`src/rtl/pipeline_pkg.sv`:
```
// Shared types and encodings for the pipeline hazard/forwarding controller.
package pipeline_pkg;
  typedef enum logic [1:0] {
    RUN      = 2'd0,
    MD_WAIT  = 2'd1,
    MEM_WAIT = 2'd2
  } state_e;

  localparam logic [6:0] OP_LUI   = 7'b0110111;
  localparam logic [1:0] RES_LOAD = 2'b01;

  localparam logic [1:0] FWD_RF  = 2'b00;
  localparam logic [1:0] FWD_W   = 2'b01;
  localparam logic [1:0] FWD_M   = 2'b10;
  localparam logic [1:0] FWD_LUI = 2'b11;
endpackage

```
`src/rtl/sat_counter.sv`:
```
// Saturating up-counter with synchronous clear; clear beats increment.
module sat_counter #(
  parameter int CNT_W = 16
) (
  input  logic             clk,
  input  logic             rst_n,
  input  logic             clr,
  input  logic             inc,
  output logic [CNT_W-1:0] q
);
  logic [CNT_W-1:0] q_q, q_d;

  always_comb begin
    q_d = q_q;
    if (clr)                    q_d = '0;
    else if (inc && q_q != '1)  q_d = q_q + 1'b1;
  end

  always_ff @(posedge clk) begin
    if (!rst_n) q_q <= '0;
    else        q_q <= q_d;
  end

  assign q = q_q;
endmodule

```
`src/rtl/pipeline_hazard_ctrl.sv`:
```
// Stateful hazard controller: load-use, jump flush, M/W forwarding, MUL/DIV and
// data-memory hold sequencing, plus saturating stall/flush/load-use counters.
module pipeline_hazard_ctrl
  import pipeline_pkg::*;
#(
  parameter int REG_AW = 5,
  parameter int CNT_W  = 16
) (
  input  logic              clk,
  input  logic              rst_n,
  input  logic [REG_AW-1:0] rs1_D,
  input  logic [REG_AW-1:0] rs2_D,
  input  logic [REG_AW-1:0] rs1_E,
  input  logic [REG_AW-1:0] rs2_E,
  input  logic [REG_AW-1:0] rd_E,
  input  logic [REG_AW-1:0] rd_M,
  input  logic [REG_AW-1:0] rd_W,
  input  logic              reg_wr_M,
  input  logic              reg_wr_W,
  input  logic [1:0]        res_src_E,
  input  logic [6:0]        op_E,
  input  logic              jump_E,
  input  logic              md_start_E,
  input  logic              md_done,
  input  logic              mem_req_M,
  input  logic              mem_ready,
  input  logic              cnt_clr,
  output logic              stall_F,
  output logic              stall_D,
  output logic              stall_E,
  output logic              stall_M,
  output logic              flush_D,
  output logic              flush_E,
  output logic              flush_M,
  output logic              flush_W,
  output logic [1:0]        forwardA_src,
  output logic [1:0]        forwardB_src,
  output logic              md_busy,
  output logic [CNT_W-1:0]  stall_cnt,
  output logic [CNT_W-1:0]  flush_cnt,
  output logic [CNT_W-1:0]  lu_cnt
);
  state_e state_q, state_d;
  logic   mem_hold, md_hold, load_use;
  logic   hold_m, hold_e, lu_stall, jump_take;

  assign mem_hold = mem_req_M & ~mem_ready;
  assign md_hold  = md_start_E & ~md_done;
  assign load_use = (res_src_E == RES_LOAD) && (rd_E != '0) &&
                    ((rd_E == rs1_D) || (rd_E == rs2_D));

  // hold_m: freeze F..M and bubble W; hold_e: freeze F..E and bubble M.
  always_comb begin
    state_d  = state_q;
    hold_m   = 1'b0;
    hold_e   = 1'b0;
    lu_stall = 1'b0;
    if (!rst_n) begin
      state_d = RUN;
    end else begin
      case (state_q)
        RUN: begin
          if (mem_hold)      begin hold_m = 1'b1; state_d = MEM_WAIT; end
          else if (md_hold)  begin hold_e = 1'b1; state_d = MD_WAIT;  end
          else if (load_use) lu_stall = 1'b1;
        end
        MD_WAIT: begin
          if (mem_hold)      begin hold_m = 1'b1; state_d = MEM_WAIT; end
          else if (!md_done) hold_e = 1'b1;
          else               state_d = RUN;
        end
        MEM_WAIT: begin
          if (!mem_ready) hold_m = 1'b1;
          else            state_d = RUN;
        end
        default: state_d = RUN;
      endcase
    end
  end

  always_ff @(posedge clk) begin
    if (!rst_n) state_q <= RUN;
    else        state_q <= state_d;
  end

  assign stall_F = hold_m | hold_e | lu_stall;
  assign stall_D = stall_F;
  assign stall_E = hold_m | hold_e;
  assign stall_M = hold_m;
  assign flush_W = hold_m;
  assign flush_M = hold_e;

  // A held E instruction cannot redirect; load-use outranks the jump in RUN.
  assign jump_take = rst_n & jump_E & ~stall_E & ~lu_stall;
  assign flush_D   = ~rst_n | jump_take;
  assign flush_E   = ~rst_n | jump_take | lu_stall;
  assign md_busy   = rst_n & (state_q == MD_WAIT);

  logic a_m, a_w, b_m, b_w;
  assign a_m = reg_wr_M && (rs1_E == rd_M) && (rs1_E != '0);
  assign a_w = reg_wr_W && (rs1_E == rd_W) && (rs1_E != '0);
  assign b_m = reg_wr_M && (rs2_E == rd_M) && (rs2_E != '0);
  assign b_w = reg_wr_W && (rs2_E == rd_W) && (rs2_E != '0);

  assign forwardA_src = (op_E == OP_LUI) ? FWD_LUI :
                        a_m ? FWD_M : a_w ? FWD_W : FWD_RF;
  assign forwardB_src = b_m ? FWD_M : b_w ? FWD_W : FWD_RF;

  sat_counter #(.CNT_W(CNT_W)) u_stall_cnt (
    .clk(clk), .rst_n(rst_n), .clr(cnt_clr), .inc(stall_F),  .q(stall_cnt));
  sat_counter #(.CNT_W(CNT_W)) u_flush_cnt (
    .clk(clk), .rst_n(rst_n), .clr(cnt_clr), .inc(flush_D),  .q(flush_cnt));
  sat_counter #(.CNT_W(CNT_W)) u_lu_cnt (
    .clk(clk), .rst_n(rst_n), .clr(cnt_clr), .inc(lu_stall), .q(lu_cnt));
endmodule

```
`config.mk`:
```
export PLATFORM = sky130hd
export DESIGN_NAME = pipeline_hazard_ctrl
export DESIGN_NICKNAME = d
export VERILOG_FILES = /design/src/rtl/pipeline_pkg.sv /design/src/rtl/sat_counter.sv /design/src/rtl/pipeline_hazard_ctrl.sv
export SDC_FILE = /design/constraint.sdc
export NUM_CORES = 1
export LEC_CHECK = 0
export CORE_MARGIN = 2
export CORE_UTILIZATION = 41
export CTS_BUF_LIST = sky130_fd_sc_hd__clkbuf_2 sky130_fd_sc_hd__clkbuf_4 sky130_fd_sc_hd__clkbuf_8
export CTS_CLUSTER_DIAMETER = 100
export DETAILED_ROUTE_END_ITERATION = 6
export HOLD_SLACK_MARGIN = 0.06
export PLACE_DENSITY = 0.77
export SKIP_LAST_GASP = 1
export SLEW_MARGIN = 20
export SYNTH_ARGS = -nofsm -noshare
export SYNTH_HDL_FRONTEND = slang
export SYNTH_SLANG_ARGS = --single-unit
```
`constraint.sdc`:
```
create_clock -name clk -period 2.07 [get_ports clk]
set_input_delay 0.414 -clock clk [delete_from_list [all_inputs] [get_ports clk]]
set_output_delay 0.414 -clock clk [all_outputs]
set_load 0.05 [all_outputs]
```
==> out/metrics.csv <==
stage;metric;value;unit
outcome;status;finished with violations;
outcome;failing checks;setup timing;
placed_design;placed insts;662;
sta;Final Hold Viols;0;
sta;Max-slew headroom;0.622;
clock_tree;CTS root buffer;clkbuf_8;
yosys;Synth area leader;dfxtp_1;
power;power share of the combinational group;0.260;
yosys;synthesized area;3000;sq um
finish;layout net count;648;
placed_design;gp weighted congestion;0.924;
grt;initial antenna violation count;0;
clock_tree;CTS max path bufs;2;
clock_tree;CTS tree;yes;
placed_design;Area after DPL;5150;sq um
setup_path;worst stage delay on the critical path;0.56;ns
finish;fraction of layout cells with a size suffix above 1;0.424;
detailed_routing;Antenna Violating Nets Remaining;0;
power;PwrDens;402;nW/um^2
sta;Final setup viols;7;
floorplanning;I/O pin total;115;
grt;first-pass GRT wire length;17.7;mm
detailed_routing;routed vias/inst;5.81;
clock_tree;CTS buffer count;5;
sta;Worst Tran Pin Value;0.566;ns
setup_path;crit path cell chain;buf_2 -> xnor2_2 -> nand2_2 -> o22a_1 -> or4_4 -> or4_4 -> a21oi_2;
yosys;Synth Area per Inst;7.89;sq um
setup_path;CP Launch Type;input pin;
yosys;synth top area cells;dfxtp_1 (33%), xnor2_1 (7.3%), a21oi_1 (6.0%), nand2_1 (4.4%), or3_1 (4.4%);
detailed_routing;DRT iter0 DRCs;210;
sta;worst setup margin;-0.0804;ns
yosys;Synth cell types;50;
power;Max VDD drop;0.304;mV
sta;Final Skew;0.00286;ns
setup_path;Slowest-stage cell, CP;or4_4;
setup_path;Req. time, crit path;2.32;ns
power;Flop pwr share;0.423;
clock_tree;Hold-fix buffers, CTS;0;
power;net switching power;662;uW
placed_design;post-detailed-placement half-perimeter wirelength;8.29;mm
sta;RSZ-0062 raised after global routing;yes;
floorplanning;CORE AREA;7180;sq um
clock_tree;clock-pin slew on the worst setup and hold paths;0.10;ns
power;Clk pwr share;0.317;
floorplanning;Die W;89.5;um
finish;Finished Core Util;0.792;
setup_path;CP Max Fanout;3;
setup_path;WS Path Type;input pin to register;
clock_tree;Clock Latency Late Sink;0.31;ns
yosys;Post-Syn Instances;380;
grt;vias in the first global route;3743;
sta;period utilisation layout;1.04;
detailed_routing;Residual DRC;0;
finish;# diodes;0;
setup_path;CP arrival;2.40;ns
clock_tree;Clock Sink Count;50;
floorplanning;chip height;89.5;um
finish;Filler cells;439;
yosys;Yosys Warn Count;0;
placed_design;port bufs;114;
yosys;Most used DFF post-synth;dfxtp_1;
yosys;share of the synthesized area in the top cell type;0.334;
grt;Global Route Usage Sum;0.284;
floorplanning;Initial Util;0.418;
sta;f_max;465;MHz
yosys;net count after synthesis;437;
yosys;sequential area share after synthesis;0.334;
setup_path;CP most frequent cell;or4_4;
power;switch share;0.290;
detailed_routing;final wirelength;12.6;mm
setup_path;path depth of the worst reg2reg path;6;
sta;Max Slew Vio Count;0;
power;Int Power;1.62;mW
finish;final instance count without filler cells;691;
setup_path;CP Capture Type;register;
finish;design area;5680;sq um
grt;global route total overflow;0;
power;Leak Pwr;2.19;nW
detailed_routing;via count;4012;
detailed_routing;first-pass iteration count of the detailed router;4;
yosys;async set-reset flop share out of synthesis;0;
sta;crit path time final;2.15;ns
min_path;Worst Hold Depth;3;
detailed_routing;drt wl/cell;18.2;um
min_path;Hold WC Path Type;input pin to register;
grt;pin count of the biggest net entering global routing;17;
clock_tree;CTS HTree Levels;2;
finish;synth-to-layout area growth;89.5;%
yosys;synthesis-stage register bit count;50;
floorplanning;die area;8010;sq um
floorplanning;Cell Rows;31;
run;max-cap violation count;0;
yosys;EDFF count, synth;0;
[cells in the final DEF, fill, tap and decap left out, types with 6 or more instances in the layout]
| master | count |
|---|---|
| xnor2_1 | 16 |
| o21ai_0 | 22 |
| o31ai_1 | 9 |
| inv_1 | 7 |
| and4_1 | 7 |
| or4_1 | 7 |
| clkdlybuf4s50_1 | 55 |
| nor3_1 | 6 |
| xor2_1 | 10 |
| clkbuf_2 | 18 |
| nand2_1 | 31 |
| buf_12 | 13 |
| dlygate4sd2_1 | 6 |
| dlymetal6s2s_1 | 8 |
| xnor2_2 | 9 |
| dfxtp_1 | 22 |
| buf_6 | 15 |
| a21oi_1 | 31 |
| nor4_1 | 6 |
| dfxtp_4 | 8 |
| nor2_1 | 19 |
| buf_4 | 90 |
| nand4_1 | 12 |
| or3_1 | 19 |
| nand3_1 | 18 |
| dfxtp_2 | 20 |
[layout make-up]
class / instances / area, sq um / share of cell area
clock buffers: 5 / 68.8 / 0.0121
clock inverters: 3 / 43.8 / 0.00771
inverters: 8 / 32.5 / 0.00572
multi-input cells: 308 / 2340 / 0.412
flip-flops and latches: 50 / 1060 / 0.186
well taps: 99 / 124 / 0.0218
repair buffers: 218 / 2010 / 0.354
[cells in the mapped netlist (all sizes together), types with 2 or more instances]
master	number
dfxtp	50
a21oi	37
nand2	35
xnor2	25
nor2	24
o21ai	24
or3	21
nand3	20
nand4	13
or4	12
nor3	11
xor2	11
o31ai	10
and4	9
clkbuf	9
nor4	9
inv	8
buf	6
nand2b	5
a31o	3
and3	3
ha	3
mux2i	3
nor2b	3
or2	3
a31oi	2
nand4b	2
or2b	2
[sequential cells by signal, summed over array words and instances (netlist names)]
signal         cells
state_q            2
u_stall_cnt.q     16
u_lu_cnt.q        16
u_flush_cnt.q     16
[power groups by stage]
stage               Combinational [mW]  Clock (mW)  Sequential [mW]
floorplan                        0.214           0             1.00
CTS                              0.544       0.724            0.967
global route                     0.621       0.765            0.967
detailed placement               0.507           0            0.989
finish                           0.595       0.724            0.966
global placement                 0.494           0            0.989
[worst paths after layout]
check                                                    to  slack [ns]                  startpoint
worst min-delay path                state_q[1]$_SDFFE_PN0P_        0.48                   mem_req_M
worst min register to register   u_lu_cnt.q[8]$_SDFFE_PP0P_        0.51  u_lu_cnt.q[8]$_SDFFE_PP0P_
worst max register to register  u_lu_cnt.q[13]$_SDFFE_PP0P_       -0.03  u_lu_cnt.q[1]$_SDFFE_PP0P_
worst max-delay path            u_lu_cnt.q[13]$_SDFFE_PP0P_       -0.08                     rd_E[3]
[worst max-delay path, delay by kind of cell]
family | cells | cell delay (ns)
AOI/OAI and AO/OA | 2 | 0.40
xor gates and xnor gates | 1 | 0.23
buffers and inverters | 1 | 0.15
and+or+nand+nor | 3 | 1.21
[repair_timing]
| item | in CTS | in global routing |
|---|---|---|
| resized for setup | 106 | 84 |
| hold endpoints to repair | 0 | 0 |
| endpoints found under the setup margin | 53 | 41 |
| pin swaps | 42 | 55 |
| buffers inserted | 18 | 5 |
| gates cloned | 0 | 1 |
[through the flow]
step / setup TNS (ns) / setup slack (ns) / hold slack [ns] / total power [mW]
2_1_floorplan: -0.391 / -0.157 / 0.535 / 1.21
3_3_place_gp: -22.97 / -0.598 / 0.473 / 1.48
3_5_place_dp: -28.59 / -0.779 / 0.474 / 1.50
4_1_cts: -0.166 / -0.122 / 0.488 / 2.24
5_1_grt: -0.813 / -0.112 / 0.468 / 2.35
6_report: -0.223 / -0.0804 / 0.479 / 2.28
[cells by family (layout without fill, tap and decap cells)]
group	count (synthesis)	after routing	share of synthesized area
adders and majority gates	3	3	0.0125
buffers and inverters	23	234	0.0338
AOI/OAI and AO/OA	91	92	0.183
muxes	4	4	0.0138
and+or+nand+nor	173	173	0.318
DFF	50	50	0.334
xor gates and xnor gates	36	36	0.105
[layer usage]
layer / global-route usage / part of all wire / vias up
li1: - / - / 1848
met1: 0.322 / 0.37 / 1910
met5: 0 / 0 / -
met2: 0.535 / 0.53 / 206
met4: 0.0936 / 0.039 / 0
met3: 0.0452 / 0.060 / 48
(Power assumes the default switching activity.)
